**config.mk**
```make
export PLATFORM = sky130hd
export DESIGN_NAME = linear_interp_upsampler_flat
export DESIGN_NICKNAME = d
export VERILOG_FILES = /design/src/rtl/filter_pkg.sv /design/src/rtl/linear_interp_upsampler_if.sv /design/src/rtl/interp_pacer.sv /design/src/rtl/linear_interp_upsampler.sv /design/src/flat_wrapper.sv
export SDC_FILE = /design/constraint.sdc
export NUM_CORES = 1
export LEC_CHECK = 0
export ABC_CLOCK_PERIOD_IN_PS = 7900
export CAP_MARGIN = 20
export CORE_MARGIN = 2
export CORE_UTILIZATION = 31
export CTS_BUF_LIST = sky130_fd_sc_hd__clkbuf_16
export CTS_CLUSTER_DIAMETER = 80
export DETAILED_ROUTE_END_ITERATION = 6
export SYNTH_ARGS = -nofsm -noshare
export SYNTH_HDL_FRONTEND = slang
export SYNTH_HIERARCHICAL = 1
export SYNTH_SLANG_ARGS = --single-unit
```
**constraint.sdc**
```tcl
create_clock -name clk -period 7.9 [get_ports clk]
set_input_delay 1.58 -clock clk [delete_from_list [all_inputs] [get_ports clk]]
set_output_delay 1.58 -clock clk [all_outputs]
set_load 0.005 [all_outputs]
```
**src/rtl/filter_pkg.sv**
```systemverilog
// Shared definitions for the linear interpolating upsampler.
// Contents: FSM state encoding, default widths and width helpers for the
// accumulator and segment slope registers.
package filter_pkg;

    localparam int unsigned DATA_WIDTH_DEF   = 16;
    localparam int unsigned INTERP_WIDTH_DEF = 4;
    localparam int unsigned INTERVAL_W       = 8;

    // Accumulator holds prev*L plus up to L-1 slope steps, so one guard bit
    // on top of the scaled sample is enough.
    function automatic int unsigned acc_width(input int unsigned dw, input int unsigned iw);
        return dw + iw + 1;
    endfunction

    // Difference of two signed DATA_WIDTH samples.
    function automatic int unsigned delta_width(input int unsigned dw);
        return dw + 1;
    endfunction

    localparam int unsigned ACC_W   = acc_width(DATA_WIDTH_DEF, INTERP_WIDTH_DEF);
    localparam int unsigned DELTA_W = delta_width(DATA_WIDTH_DEF);

    typedef enum logic [1:0] {
        EMPTY = 2'd0,
        PRIME = 2'd1,
        RUN   = 2'd2,
        STALL = 2'd3
    } state_t;

endpackage

```
**src/rtl/linear_interp_upsampler_if.sv**
```systemverilog
// Stream bundle for the upsampler: input handshake, output pacing control,
// interpolated output strobe and underrun flag.
//   master: drives i_data/i_valid/i_out_interval, observes everything else
//   slave : the upsampler itself
interface linear_interp_upsampler_if #(
    parameter int unsigned DATA_WIDTH = filter_pkg::DATA_WIDTH_DEF
) ();

    logic signed [DATA_WIDTH-1:0]           i_data;
    logic                                   i_valid;
    logic                                   i_ready;
    logic [filter_pkg::INTERVAL_W-1:0]      i_out_interval;
    logic signed [DATA_WIDTH-1:0]           o_data;
    logic                                   o_valid;
    logic                                   o_underrun;

    modport master (
        output i_data, i_valid, i_out_interval,
        input  i_ready, o_data, o_valid, o_underrun
    );

    modport slave (
        input  i_data, i_valid, i_out_interval,
        output i_ready, o_data, o_valid, o_underrun
    );

endinterface

```
**src/rtl/interp_pacer.sv**
```systemverilog
// Output point pacer: counts 0..interval-1 while enabled and flags the last
// count. load latches a new interval (0 behaves as 1) and restarts the count.
// Ports: clk, rst (async active-low), load, en, interval, tick_c (comb).
module interp_pacer
    import filter_pkg::*;
#(
    parameter int unsigned W = INTERVAL_W
) (
    input  logic         clk,
    input  logic         rst,
    input  logic         load,
    input  logic         en,
    input  logic [W-1:0] interval,
    output logic         tick_c
);

    logic [W-1:0] cnt;
    logic [W-1:0] last;

    always_comb tick_c = en && (cnt == last);

    // Interval is captured as its terminal count so the compare stays simple.
    always_ff @(posedge clk or negedge rst) begin
        if (!rst) begin
            cnt  <= '0;
            last <= '0;
        end else if (load) begin
            cnt  <= '0;
            last <= (interval == '0) ? '0 : interval - W'(1);
        end else if (en) begin
            cnt <= tick_c ? '0 : cnt + W'(1);
        end
    end

endmodule

```
**src/rtl/linear_interp_upsampler.sv**
```systemverilog
// Linear interpolating upsampler: turns a low-rate sample stream into
// 2**INTERP_WIDTH evenly spaced points per pair of consecutive samples,
// emitted one every i_out_interval clocks.
// Ports: clk, rst (async active-low), bus (slave modport: i_data, i_valid,
//        i_ready, i_out_interval, o_data, o_valid, o_underrun).
module linear_interp_upsampler
    import filter_pkg::*;
#(
    parameter int unsigned INTERP_WIDTH = INTERP_WIDTH_DEF,
    parameter int unsigned DATA_WIDTH   = DATA_WIDTH_DEF
) (
    input  logic                      clk,
    input  logic                      rst,
    linear_interp_upsampler_if.slave  bus
);

    localparam int unsigned ACC_WIDTH   = acc_width(DATA_WIDTH, INTERP_WIDTH);
    localparam int unsigned DELTA_WIDTH = delta_width(DATA_WIDTH);
    localparam logic [INTERP_WIDTH-1:0] K_LAST = '1;

    state_t                         state;
    logic signed [DATA_WIDTH-1:0]   prev;
    logic signed [DATA_WIDTH-1:0]   cur;
    logic signed [DATA_WIDTH-1:0]   nxt;
    logic                           nxt_full;
    logic signed [ACC_WIDTH-1:0]    acc;
    logic signed [DELTA_WIDTH-1:0]  delta;
    logic [INTERP_WIDTH-1:0]        k;

    logic signed [DATA_WIDTH-1:0]   o_data_q;
    logic                           o_valid_q;
    logic                           o_underrun_q;
    logic                           i_ready_q;

    logic                           xfer;
    logic                           tick;
    logic                           seg_end;
    logic                           seg_load;
    logic signed [DATA_WIDTH-1:0]   seg_prev;
    logic signed [DATA_WIDTH-1:0]   seg_cur;
    logic                           nxt_full_d;
    logic                           nxt_wr;

    assign bus.o_data     = o_data_q;
    assign bus.o_valid    = o_valid_q;
    assign bus.o_underrun = o_underrun_q;
    assign bus.i_ready    = i_ready_q;

    assign xfer    = bus.i_valid & i_ready_q;
    assign seg_end = (state == RUN) && tick && (k == K_LAST);

    interp_pacer #(.W(INTERVAL_W)) u_pacer (
        .clk      (clk),
        .rst      (rst),
        .load     (seg_load),
        .en       (state == RUN),
        .interval (bus.i_out_interval),
        .tick_c   (tick)
    );

    // Segment load decision and holding-slot bookkeeping.
    // At a segment end the held sample wins; a same-cycle transfer refills nxt.
    always_comb begin
        seg_load   = 1'b0;
        seg_prev   = cur;
        seg_cur    = bus.i_data;
        nxt_full_d = nxt_full;
        nxt_wr     = 1'b0;
        case (state)
            PRIME: begin
                if (xfer) begin
                    seg_load = 1'b1;
                    seg_prev = prev;
                end
            end
            RUN: begin
                if (seg_end && (nxt_full || xfer)) begin
                    seg_load = 1'b1;
                    if (nxt_full) seg_cur = nxt;
                end
                if (seg_load && nxt_full) begin
                    nxt_full_d = xfer;
                    nxt_wr     = xfer;
                end else if (!seg_load && xfer) begin
                    nxt_full_d = 1'b1;
                    nxt_wr     = 1'b1;
                end
            end
            STALL: begin
                if (xfer) seg_load = 1'b1;
            end
            default: ;
        endcase
    end

    // FSM, endpoint registers, accumulator and output registers.
    always_ff @(posedge clk or negedge rst) begin
        if (!rst) begin
            state        <= EMPTY;
            prev         <= '0;
            cur          <= '0;
            nxt          <= '0;
            nxt_full     <= 1'b0;
            acc          <= '0;
            delta        <= '0;
            k            <= '0;
            o_data_q     <= '0;
            o_valid_q    <= 1'b0;
            o_underrun_q <= 1'b0;
            i_ready_q    <= 1'b1;
        end else begin
            o_valid_q    <= 1'b0;
            o_underrun_q <= 1'b0;
            case (state)
                EMPTY: begin
                    if (xfer) begin
                        prev  <= bus.i_data;
                        state <= PRIME;
                    end
                end
                PRIME: begin
                    if (xfer) state <= RUN;
                end
                RUN: begin
                    if (tick) begin
                        // Arithmetic shift floors toward minus infinity.
                        o_data_q  <= DATA_WIDTH'(acc >>> INTERP_WIDTH);
                        o_valid_q <= 1'b1;
                        acc       <= acc + ACC_WIDTH'(delta);
                        k         <= k + INTERP_WIDTH'(1);
                    end
                    if (seg_end && !seg_load) begin
                        o_underrun_q <= 1'b1;
                        state        <= STALL;
                    end
                end
                STALL: begin
                    if (xfer) state <= RUN;
                end
                default: state <= EMPTY;
            endcase

            if (nxt_wr) nxt <= bus.i_data;
            nxt_full  <= nxt_full_d;
            i_ready_q <= ~nxt_full_d;

            // New segment overrides the running accumulator step above.
            if (seg_load) begin
                prev  <= seg_prev;
                cur   <= seg_cur;
                acc   <= ACC_WIDTH'(seg_prev) <<< INTERP_WIDTH;
                delta <= DELTA_WIDTH'(seg_cur) - DELTA_WIDTH'(seg_prev);
                k     <= '0;
            end
        end
    end

endmodule

```
**src/flat_wrapper.sv**
```systemverilog
// flat-port wrapper written by rule: the top's interface ports become plain ports
module linear_interp_upsampler_flat import filter_pkg::*;
#(
    parameter int unsigned INTERP_WIDTH = INTERP_WIDTH_DEF,
    parameter int unsigned DATA_WIDTH   = DATA_WIDTH_DEF
)
  (clk, rst, bus_i_data, bus_i_valid, bus_i_out_interval, bus_i_ready, bus_o_data, bus_o_valid, bus_o_underrun);
  linear_interp_upsampler_if #(.DATA_WIDTH(DATA_WIDTH)) bus_i ();
  input  logic clk;
  input  logic rst;
  input wire logic [$bits(bus_i.i_data)-1:0] bus_i_data;
  input wire logic [$bits(bus_i.i_valid)-1:0] bus_i_valid;
  input wire logic [$bits(bus_i.i_out_interval)-1:0] bus_i_out_interval;
  output wire logic [$bits(bus_i.i_ready)-1:0] bus_i_ready;
  output wire logic [$bits(bus_i.o_data)-1:0] bus_o_data;
  output wire logic [$bits(bus_i.o_valid)-1:0] bus_o_valid;
  output wire logic [$bits(bus_i.o_underrun)-1:0] bus_o_underrun;
  assign bus_i.i_data = bus_i_data;
  assign bus_i.i_valid = bus_i_valid;
  assign bus_i.i_out_interval = bus_i_out_interval;
  assign bus_i_ready = bus_i.i_ready;
  assign bus_o_data = bus_i.o_data;
  assign bus_o_valid = bus_i.o_valid;
  assign bus_o_underrun = bus_i.o_underrun;
  linear_interp_upsampler #(.INTERP_WIDTH(INTERP_WIDTH), .DATA_WIDTH(DATA_WIDTH)) u_core (.clk(clk), .rst(rst), .bus(bus_i));
endmodule
```
### Word-level counts from Yosys, hierarchy flattened

Cells that the tools add are included.

* flip-flop bits (word level): 128
* bits in latches: 0
* memory bits (writable): 0
* memory bits (read-only): 0
* input port bits: 27
* memories: 0

* add/subtract/negate cells: 5
* $mul: 0
* divide/modulo/power cells: 0
* order comparisons: 0
* equal/unequal tests: 8
* shift-type cells: 0
* multiplexer cells: 36
* bitwise operators: 2
* reductions and logical operators: 21

Operator list (count)
* two-way mux 16 bit: 8
* two-way mux 21 bit: 3
* two-way mux 8 bit: 4
* adder 21 x 17 -> 21 bit: 1
* subtractor 16 x 16 -> 17 bit: 1
* two-way mux 1 bit: 13
* two-way mux 4 bit: 3
* adder 8 x 1 -> 8 bit, second input constant: 1
* equality test 8 bit: 1
* zero test 8 bit: 1
* nonzero test 2 bit: 4
* subtractor 8 x 1 -> 8 bit, second input constant: 1
* logical AND 1 bit: 7
* two-way mux 2 bit: 3
* inequality test 2 x 1 -> 1 bit, second input constant: 3
* case mux 2 bit (3 select lines): 1
* AND reduction 2 bit: 3
* adder 4 x 1 -> 4 bit, second input constant: 1
* equality test 2 bit, second input constant: 2
* equality test 4 bit, second input constant: 1
* AND reduction 3 bit: 1
* equality test 2 x 1 -> 1 bit, second input constant: 1
* zero test 1 bit: 2
* zero test 2 bit: 1
* other kinds (5): 5

### Longest topological paths before layout

Gate-level depths: netlist of run 1.

* depth in word-level cells: 13
* gate-level depth with buffers: 20
* depth with buffers taken out: 16

### By module

Netlist of run 1, hierarchy kept.

By module, submodules not included
* linear_interp_upsampler: instances 1, cells an instance 642, area an instance 6223.5 um^2, sequential area each 2778.9 um^2
* interp_pacer: instances 1, cells an instance 97, area an instance 943.4 um^2, sequential area each 400.4 um^2

### Worst setup path before layout of run 1

Ideal clock, no wire load.

* kind: input to register
* from: input bus_i_valid
* to: register u_core.delta[14]
* arrival time: 4.230 ns
* slack: 3.523 ns
* stages on the path: 15
* buffers on the path: 1
* cell sequence: nand2_1 nor2_1 nand2_1 buf_2 mux2i_1 inv_2 fa_1 nand2b_1 a21oi_1 o21ai_1 a21o_1 a31oi_1 o311ai_1 a21oi_1 a221oi_1

* word-level cells in the longest chain between the ends: 6
* elaborated cells between the ends (all ways): 12
* those cells by class: add/sub (1); mux (8); bitwise (1); reduce/logical (2)

Ends and longest elaborated chain
* start, declared: RTL line flat_wrapper.sv:12 `input wire logic [$bits(bus_i.i_valid)-1:0] bus_i_valid;`
* AND 1 bit *: RTL line linear_interp_upsampler.sv:49 `assign xfer = bus.i_valid & i_ready_q;`
* logical OR 1 bit: RTL line linear_interp_upsampler.sv:77 `if (seg_end && (nxt_full || xfer)) begin`
* logical AND 1 bit: RTL line linear_interp_upsampler.sv:77
* two-way mux 16 bit / two-way mux 1 bit (equally long branches): RTL line linear_interp_upsampler.sv:77
* two-way mux 16 bit / two-way mux 1 bit (equally long branches): RTL line linear_interp_upsampler.sv:69 `case (state)`
* subtractor 16 x 16 -> 17 bit / case mux 1 bit (2 select lines) (equally long branches): RTL line linear_interp_upsampler.sv:152, linear_interp_upsampler.sv:69
* end signal, assigned: RTL line linear_interp_upsampler.sv:152 `delta <= DELTA_WIDTH'(seg_cur) - DELTA_WIDTH'(seg_prev);`
* end, declared: RTL line linear_interp_upsampler.sv:27 `logic signed [DELTA_WIDTH-1:0] delta;`

Mark *: on every way between the ends. The rest lies on a longest branch, timed or not. The select of a mux whose other input is x is not followed.
A chain may end at the register's enable or synchronous reset.

### Worst setup path in the final report of run 1

Ends and elaborated chain as after synthesis.

==> results.json, run 1 <==
{
  "status": "finished clean",
  "synth_common_cells": "135 x nand2_1, 126 x dfrtp_1, 39 x ha_1",
  "cts_resized": 0,
  "slew_headroom": 0.522,
  "post-route-period-util": 0.603,
  "power_switching_share": 0.391,
  "gp_congestion": 0.832,
  "p_int_uw": 2050,
  "reg2reg_from": "u_core/u_pacer/cnt[5]",
  "slew_viol_final": 0,
  "clkPwrFrac": 0.204,
  "endpoint_kind": "register",
  "clk_path_buf_depth": 2,
  "holdWs_ns": 0.469,
  "first_pass_iters": 5,
  "fin_tns_setup_ns": 0,
  "wl_met1_microns": 8490,
  "ir_drop_v": 0.000187,
  "ctsHoldBuffers": 0,
  "combPwrFrac": 0.465,
  "cts.clk_slew.worst_paths_ns": 0.05,
  "diodes": 0,
  "async_reset_ff_frac": 1.00,
  "tightest_slew_ns": 0.717,
  "start_kind": "input port",
  "initial_core_util": 0.317,
  "dp_hpwl_microns": 11200,
  "yosysMostFrequentCell": "nand2_1",
  "synth_area_per_cell_sq_um": 9.70,
  "crit_path_max_fanout": 16,
  "grt-ovfl-total": 0,
  "dr_wl_met3_microns": 516,
  "cts.sinks": 127,
  "synth_seq_area_share": 0.444,
  "dieArea_sq_um": 24400,
  "syn-cell-area_sq_um": 7170,
  "power_frac_seq": 0.331,
  "place_ws_ns": 2.69,
  "via_per_inst": 5.02,
  "wl_per_cell_microns": 14.6,
  "fin_crit_ns": 4.77,
  "grt_pass1_vias": 5346,
  "clockRootBuffer": "clkbuf_16",
  "core-area_sq_um": 22600,
  "vias": 5430,
  "rsz0062_at_grt": "false",
  "fmax_mhz": 210,
  "yosysTopAreaCell": "dfrtp_1",
  "rows": 55,
  "skew_ns": 0.00811,
  "fin_nets": 852,
  "cts_tree": "built",
  "crit_type": "input port to register",
  "fp.dieW_microns": 156,
  "grt_usage": 0.139,
  "setup_viol": 0,
  "power.leakage_uw": 0.00390,
  "cts_buffers": 17,
  "synth_nets": 807,
  "grt_max_degree": 80,
  "crit_end": "u_core/delta[14]",
  "grt_pass1_wl_microns": 27300,
  "route.met2.wl_microns": 6560,
  "power.switching_uw": 1320,
  "syn_inst": 739,
  "worst_slack_ns": 3.13,
  "maxCapViolations": 0,
  "drc": 0,
  "synthTopCellsByArea": "dfrtp_1 44%, nand2_1 7.1%, ha_1 6.8%",
  "crit_arrival_ns": 5.02,
  "reg2reg_depth": 17,
  "power_density_nw_per_um2": 398,
  "antenna_found_initial": 0,
  "synth_ff_type": "dfrtp_1",
  "drt_iter0_drc": 400,
  "ff2ff_setup_slack_ns": 3.49,
  "ys_warn_count": 6,
  "synth_cell_types": 62,
  "synth_top_area_share": 0.440,
  "regToRegEndpoint": "u_core/delta[15]",
  "top_layer": "met4",
  "synthToLayoutAreaGrowth_pct": 18.1,
  "synth-edff-count": 0,
  "ys_ff_latch": 127,
  "hold_viol": 0,
  "routed_wl_microns": 15800,
  "clk_latency_ns": 0.41,
  "drive_gt1_frac": 0.0729,
  "die_h_microns": 156,
  "drtAntennaViolNets": 0,
  "min_path_type": "register to register",
  "cts_max_level": 4,
  "io_pins": 46,
  "cp.required_ns": 8.15,
  "cts_setup_buffers": 0,
  "io_buffers": 45,
  "cp-startpoint": "bus_i_valid"
}
## per-layer routing
metal / global-route usage / up-vias
met5: 0 / -
met4: 0.0402 / 0
met3: 0.0286 / 13
met2: 0.197 / 88
met1: 0.213 / 2614
li1: - / 2715
## layout make-up
| cell class | instances | area (sq um) |
|---|---|---|
| clock buffers | 17 | 425 |
| clock inverters | 14 | 86.3 |
| fillers | 2235 | 14200 |
| inverters | 32 | 120 |
| multi-input cells | 549 | 3740 |
| flip-flops and latches | 127 | 3180 |
| well taps | 285 | 357 |
| repair buffers | 57 | 558 |
## placed cells by master, fill, tap and decap left out, types with 14 or more instances in the layout
cell type,synthesis,final
dfrtp_1,126,126
nand2_1,135,135
mux2_1,25,25
inv_1,26,29
a21oi_1,36,36
xor2_1,17,17
nor2_1,35,35
ha_1,39,39
o21ai_1,24,24
clkbuf_16,0,17
xnor2_1,26,26
clkdlybuf4s50_1,0,44
nor3_1,15,14
mux2i_1,23,23
## worst max-delay path, cell delays in order
cell	delay, ns
clkdlybuf4s50_1	0.41
nand2_1	0.15
nor2_1	0.06
nand2_1	0.07
buf_4	0.28
mux2_2	0.41
ha_1	0.22
fa_1	0.40
nand2b_1	0.16
a21oi_1	0.19
o21ai_1	0.11
a21o_1	0.19
a31oi_1	0.28
o311ai_1	0.16
a21oi_1	0.22
a221oi_1	0.11
## through the flow
stage | util | area (sq um) | instances | power (uW)
floorplan | - | 7170 | 739 | 2320
global placement | 0.350 | 7920 | 1049 | 2660
detailed placement | 0.350 | 7920 | 1049 | 2690
CTS | 0.373 | 8430 | 1080 | 3400
global route | 0.374 | 8460 | 1081 | 3690
finish | 0.374 | 8460 | 1081 | 3370
## cells by family (layout without fill, tap and decap cells)
family / after synthesis / count (layout) / share of synthesized area
muxes: 56 / 56 / 0.0840
adders and majority gates: 41 / 41 / 0.0737
buffers and inverters: 63 / 120 / 0.0360
xor gates and xnor gates: 43 / 43 / 0.0525
AOI/OAI and AO/OA: 167 / 167 / 0.158
and+or+nand+nor: 242 / 242 / 0.152
DFF: 127 / 127 / 0.444
## worst min path at each step
stage / startpoint / slack, ns / to / depth (start not counted)
6_report: u_core/bus.o_data[3] / 0.47 / u_core/bus.o_data[3] / 2
5_1_grt: u_core/bus.o_data[8] / 0.50 / u_core/bus.o_data[8] / 2
4_1_cts: u_core/cur[8] / 0.48 / u_core/cur[8] / 2
3_5_place_dp: u_core/cur[8] / 0.46 / u_core/cur[8] / 2
3_3_place_gp: u_core/cur[13] / 0.46 / u_core/cur[13] / 2
2_1_floorplan: u_core/cur[10] / 0.45 / u_core/cur[10] / 2
## sequential cells by signal (all words and copies together), names as in the netlist
signal,cells
u_core/u_pacer/last,8
u_core/prev,16
u_core/bus.o_valid,1
u_core/delta,17
u_core/k,4
u_core/cur,16
u_core/bus.o_data,16
u_core/bus.o_underrun,1
u_core/bus.i_ready,1
u_core/acc,20
u_core/nxt_full,1
u_core/u_pacer/cnt,8
u_core/state,2
u_core/nxt,16
## power by group through the flow
| stage | clock [uW] | sequential, uW | combinational [uW] |
|---|---|---|---|
| final | 687 | 1120 | 1570 |
| after global routing | 740 | 1160 | 1790 |
| after CTS | 708 | 1120 | 1570 |
| after detailed placement | 0 | 1130 | 1560 |
| after global placement | 0 | 1120 | 1540 |
| after floorplan | 0 | 1070 | 1250 |
Note: power is estimated with default switching activity, not from simulation.
==> run 2: changes to the inputs <==
- ABC_CLOCK_PERIOD_IN_PS: 7900 -> 4000
- clock period: 7.9 -> 4 ns (I/O delays scaled with it)
==> results.json, run 2 (same netlist as run 1, synthesis figures left out) <==
{
  "status": "finished clean",
  "antenna_found_initial": 0,
  "die_h_microns": 156,
  "drc": 0,
  "crit_type": "register to register",
  "drtAntennaViolNets": 0,
  "power_switching_share": 0.384,
  "dr_wl_met3_microns": 711,
  "io_pins": 46,
  "vias": 5538,
  "finalNonFillerCells": 1112,
  "cts.sinks": 127,
  "clk_path_buf_depth": 2,
  "start_kind": "register",
  "wl_per_cell_microns": 14.9,
  "power_frac_seq": 0.304,
  "grt_pass1_wl_microns": 27400,
  "post-route-period-util": 0.933,
  "drt_iter0_drc": 411,
  "tightest_slew_ns": 0.914,
  "cts_buffers": 17,
  "setup_viol": 0,
  "power_density_nw_per_um2": 811,
  "grt-ovfl-total": 0,
  "dp_cells": 1079,
  "power_uw": 7190,
  "cts_max_level": 4,
  "clk_latency_ns": 0.42,
  "fmax_mhz": 268,
  "skew_ns": 0.0104,
  "fin_crit_ns": 3.73,
  "largest_reg_flops": 20,
  "crit_path_max_fanout": 16,
  "ff2ff_setup_slack_ns": 0.27,
  "worst_slack_ns": 0.269,
  "place_area_sq_um": 8170,
  "fp.dieW_microns": 156,
  "first_pass_iters": 5,
  "final_cell_mix": "135 x nand2_1, 126 x dfrtp_1, 44 x clkdlybuf4s50_1, 42 x buf_4, 37 x ha_1",
  "p_int_uw": 4430,
  "power.leakage_uw": 0.00407,
  "io_buffers": 45,
  "grt_usage": 0.142,
  "slew_viol_final": 0,
  "initial_core_util": 0.317,
  "cts_tree": "built",
  "via_per_inst": 4.98,
  "grt_max_degree": 72,
  "routed_wl_microns": 16600,
  "fin_nets": 882,
  "dp_hpwl_microns": 11700,
  "min_path_type": "register to register",
  "crit_arrival_ns": 4.04,
  "final_common_cell": "nand2_1",
  "gp_congestion": 0.825,
  "top_layer": "met4",
  "endpoint_kind": "register",
  "combPwrFrac": 0.475,
  "finalInstanceArea_sq_um": 8860,
  "dieArea_sq_um": 24400,
  "grt_pass1_vias": 5321,
  "regMostFlops": "u_core/acc",
  "synthToLayoutAreaGrowth_pct": 23.7,
  "power.switching_uw": 2760,
  "drive_gt1_frac": 0.127,
  "core-area_sq_um": 22600,
  "reg_top3": "u_core/acc (20), u_core/delta (17)",
  "place_ws_ns": -0.0672,
  "cp.required_ns": 4.31,
  "wl_met1_microns": 8860,
  "clkPwrFrac": 0.222,
  "rows": 55,
  "fin_tns_setup_ns": 0,
  "slew_headroom": 0.391,
  "cts.clk_slew.worst_paths_ns": 0.05,
  "maxCapViolations": 0,
  "diodes": 0,
  "hold_viol": 0,
  "route.met2.wl_microns": 6830,
  "ir_drop_v": 0.000365,
  "clockRootBuffer": "clkbuf_16"
}
run 2: per-layer routing:
layer  up-vias  track usage
li1       2784            -
met1      2627        0.215
met2       108        0.200
met3        19       0.0319
met4         0       0.0446
met5         -            0
run 2: layout make-up:
type	instances	area, sq um
clock buffers	17	425
clock inverters	15	178
fillers	2184	13800
inverters	32	120
multi-input cells	549	3830
flip-flops and latches	127	3180
well taps	285	357
repair buffers	87	776
run 2: repair_timing:
item,in CTS,in global routing
buffers inserted,0,1
hold buffers,0,0
setup endpoints to repair,0,6
resized for setup,0,15
run 2: power groups by stage:
stage | Combinational, uW | Clock [uW] | Sequential, uW
final | 3410 | 1590 | 2180
after global routing | 3830 | 1690 | 2250
after CTS | 3340 | 1630 | 2180
after detailed placement | 3300 | 0 | 2200
after global placement | 3260 | 0 | 2190
after floorplan | 2480 | 0 | 2110
run 2: through the flow:
stage | util | hold slack (ns)
global placement | 0.361 | 0.457
finish | 0.392 | 0.470
detailed placement | 0.361 | 0.462
global route | 0.392 | 0.488
CTS | 0.387 | 0.477
floorplan | - | 0.445
run 2: worst paths after layout:
| path | startpoint | end | cells after the start |
|---|---|---|---|
| min in group asynchronous | rst | u_core/bus.o_data[0] | 1 |
| max in group asynchronous | rst | u_core/cur[5] | 2 |
| max | u_core/u_pacer/last[5] | u_core/delta[16] | 16 |
| min | u_core/bus.o_data[5] | u_core/bus.o_data[5] | 2 |
| min reg2reg | u_core/bus.o_data[5] | u_core/bus.o_data[5] | 2 |
| max reg2reg | u_core/u_pacer/last[5] | u_core/delta[16] | 16 |
run 2: critical path, stage by stage, from the launching register on:
cell      delay (ns)
dfrtp_1         0.40
xnor2_1         0.18
nand4_1         0.19
nor3_4          0.22
and4_4          0.27
nand3_2         0.10
buf_12          0.18
mux2_1          0.36
ha_1            0.35
nand2b_1        0.11
a21oi_2         0.07
o21ai_1         0.16
a21o_1          0.20
a31oi_4         0.11
o311ai_2        0.29
a21oi_2         0.10
o41ai_1         0.32
==> run 3: changes to the inputs <==
--- a/config.mk
+++ b/config.mk
@@ -12,3 +12,4 @@
 export CTS_BUF_LIST = sky130_fd_sc_hd__clkbuf_16
-export CTS_CLUSTER_DIAMETER = 80
+export CTS_CLUSTER_DIAMETER = 30
+export CTS_CLUSTER_SIZE = 30
 export DETAILED_ROUTE_END_ITERATION = 6
==> constraint.sdc (replaced) <==
create_clock -name clk -period 4 [get_ports clk]
set_input_delay 0.6 -clock clk [delete_from_list [all_inputs] [get_ports clk]]
set_output_delay 0.6 -clock clk [all_outputs]
set_load 0.005 [all_outputs]
==> results.json, run 3 (same netlist as run 1, synthesis figures left out) <==
{
  "wl_per_cell_microns": 15.3,
  "grt_pass1_wl_microns": 28000,
  "io_pins": 46,
  "fin_crit_ns": 3.79,
  "endpoint_kind": "register",
  "nFillCells": 2178,
  "largest_reg_flops": 20,
  "cts_max_level": 4,
  "power.leakage_uw": 0.00404,
  "drtAntennaViolNets": 0,
  "crit_type": "register to register",
  "routed_wl_microns": 16900,
  "clk_latency_ns": 0.43,
  "reg2reg_from": "u_core/u_pacer/cnt[5]",
  "via_per_inst": 4.99,
  "cts.clk_slew.worst_paths_ns": 0.06,
  "place_area_sq_um": 8140,
  "fin_tns_setup_ns": 0,
  "io_buffers": 45,
  "drc": 0,
  "reg_top3": "u_core/acc (20), u_core/delta (17)",
  "cp.required_ns": 4.28,
  "grt_usage": 0.145,
  "crit_arrival_ns": 4.07,
  "min_path_type": "input port to asynchronous set/reset pin",
  "setup_viol": 0,
  "cts_setup_buffers": 0,
  "grt_max_degree": 77,
  "drive_gt1_frac": 0.123,
  "cts_buffers": 17,
  "status": "finished clean",
  "fin_nets": 875,
  "diodes": 0,
  "dieArea_sq_um": 24400,
  "first_pass_iters": 5,
  "fp.dieW_microns": 156,
  "dp_cells": 1073,
  "crit_path_max_fanout": 16,
  "post-route-period-util": 0.947,
  "gp_congestion": 0.834,
  "finalNonFillerCells": 1105,
  "grt-ovfl-total": 0,
  "rows": 55,
  "synthToLayoutAreaGrowth_pct": 23.2,
  "final_common_cell": "nand2_1",
  "drt_iter0_drc": 425,
  "cts.sinks": 127,
  "start_kind": "register",
  "core-area_sq_um": 22600,
  "ir_drop_v": 0.000317,
  "die_h_microns": 156,
  "skew_ns": 0.0121,
  "hold_viol": 0,
  "fmax_mhz": 264,
  "power_density_nw_per_um2": 815,
  "grt_pass1_vias": 5393,
  "final_cell_mix": "135 x nand2_1, 126 x dfrtp_1, 44 x clkdlybuf4s50_1, 38 x ha_1, 35 x nor2_1",
  "finalInstanceArea_sq_um": 8830,
  "cts_tree": "built",
  "slew_viol_final": 0,
  "maxCapViolations": 0,
  "cp-startpoint": "u_core/u_pacer/cnt[5]",
  "initial_core_util": 0.317,
  "clk_path_buf_depth": 2,
  "holdWs_ns": 0.219,
  "vias": 5515,
  "tightest_slew_ns": 0.706,
  "regMostFlops": "u_core/acc",
  "clockRootBuffer": "clkbuf_16",
  "dp_hpwl_microns": 11900,
  "slew_headroom": 0.529,
  "antenna_found_initial": 0
}
## run 3: repair_timing
action / in CTS / in global routing
hold buffers: 0 / 0
endpoints found under the setup margin: 0 / 6
gates resized for setup: 0 / 13
## run 3: metal layers
metal | up-vias | global-route usage | wire, microns
met5 | - | 0 | 0
met4 | 0 | 0.0380 | 171
met3 | 14 | 0.0303 | 596
met2 | 89 | 0.209 | 7090
met1 | 2649 | 0.219 | 9080
li1 | 2763 | - | -
## run 3: worst max-delay path, stage by stage (launching register included)
cell and delay (ns):
dfrtp_1 0.40, xnor2_2 0.19, nand4_1 0.17, nor3_4 0.23, and4_4 0.26, nand3_2 0.10, buf_12 0.19, mux2_1 0.37
ha_1 0.35, and3_1 0.23, nand4_1 0.11, nand2_1 0.07, a41oi_2 0.18, a32oi_1 0.18, buf_4 0.18, a31oi_1 0.19
xor2_1 0.17, o21ai_1 0.08
## run 3: power by group
group	total [uW]	internal [uW]	switching, uW
clock	1630	1040	594
sequential	2190	1840	352
combinational	3370	1540	1830
total	7190	4420	2780
## run 3: path summary, 6_finish.rpt
check	to	slack, ns	cells after the start
setup / recovery	u_core/delta[13]	0.21	17
hold / removal	u_core/bus.o_data[1]	0.22	1
setup reg to reg	u_core/delta[13]	0.21	17
hold reg to reg	u_core/bus.o_data[7]	0.47	2
max in group asynchronous	u_core/prev[13]	2.92	2
min in group clk	u_core/bus.o_data[7]	0.47	2
## run 3: layout make-up
cell class	count	area, sq um	share of cell area
inverter	32	120	0.0136
clock inverter	15	194	0.0220
tap	285	357	0.0404
timing repair buffer	80	736	0.0833
sequential	127	3180	0.360
clock buffer	17	425	0.0482
multi-input combinational	549	3820	0.432
## run 3: per-stage QoR
step,worst slack (ns),util,power (uW)
after floorplan,0.0619,-,4590
after global placement,0.108,0.359,5430
after detailed placement,0.0620,0.359,5490
after CTS,0.0986,0.387,7160
after global routing,-0.0258,0.390,7790
final,0.210,0.390,7190
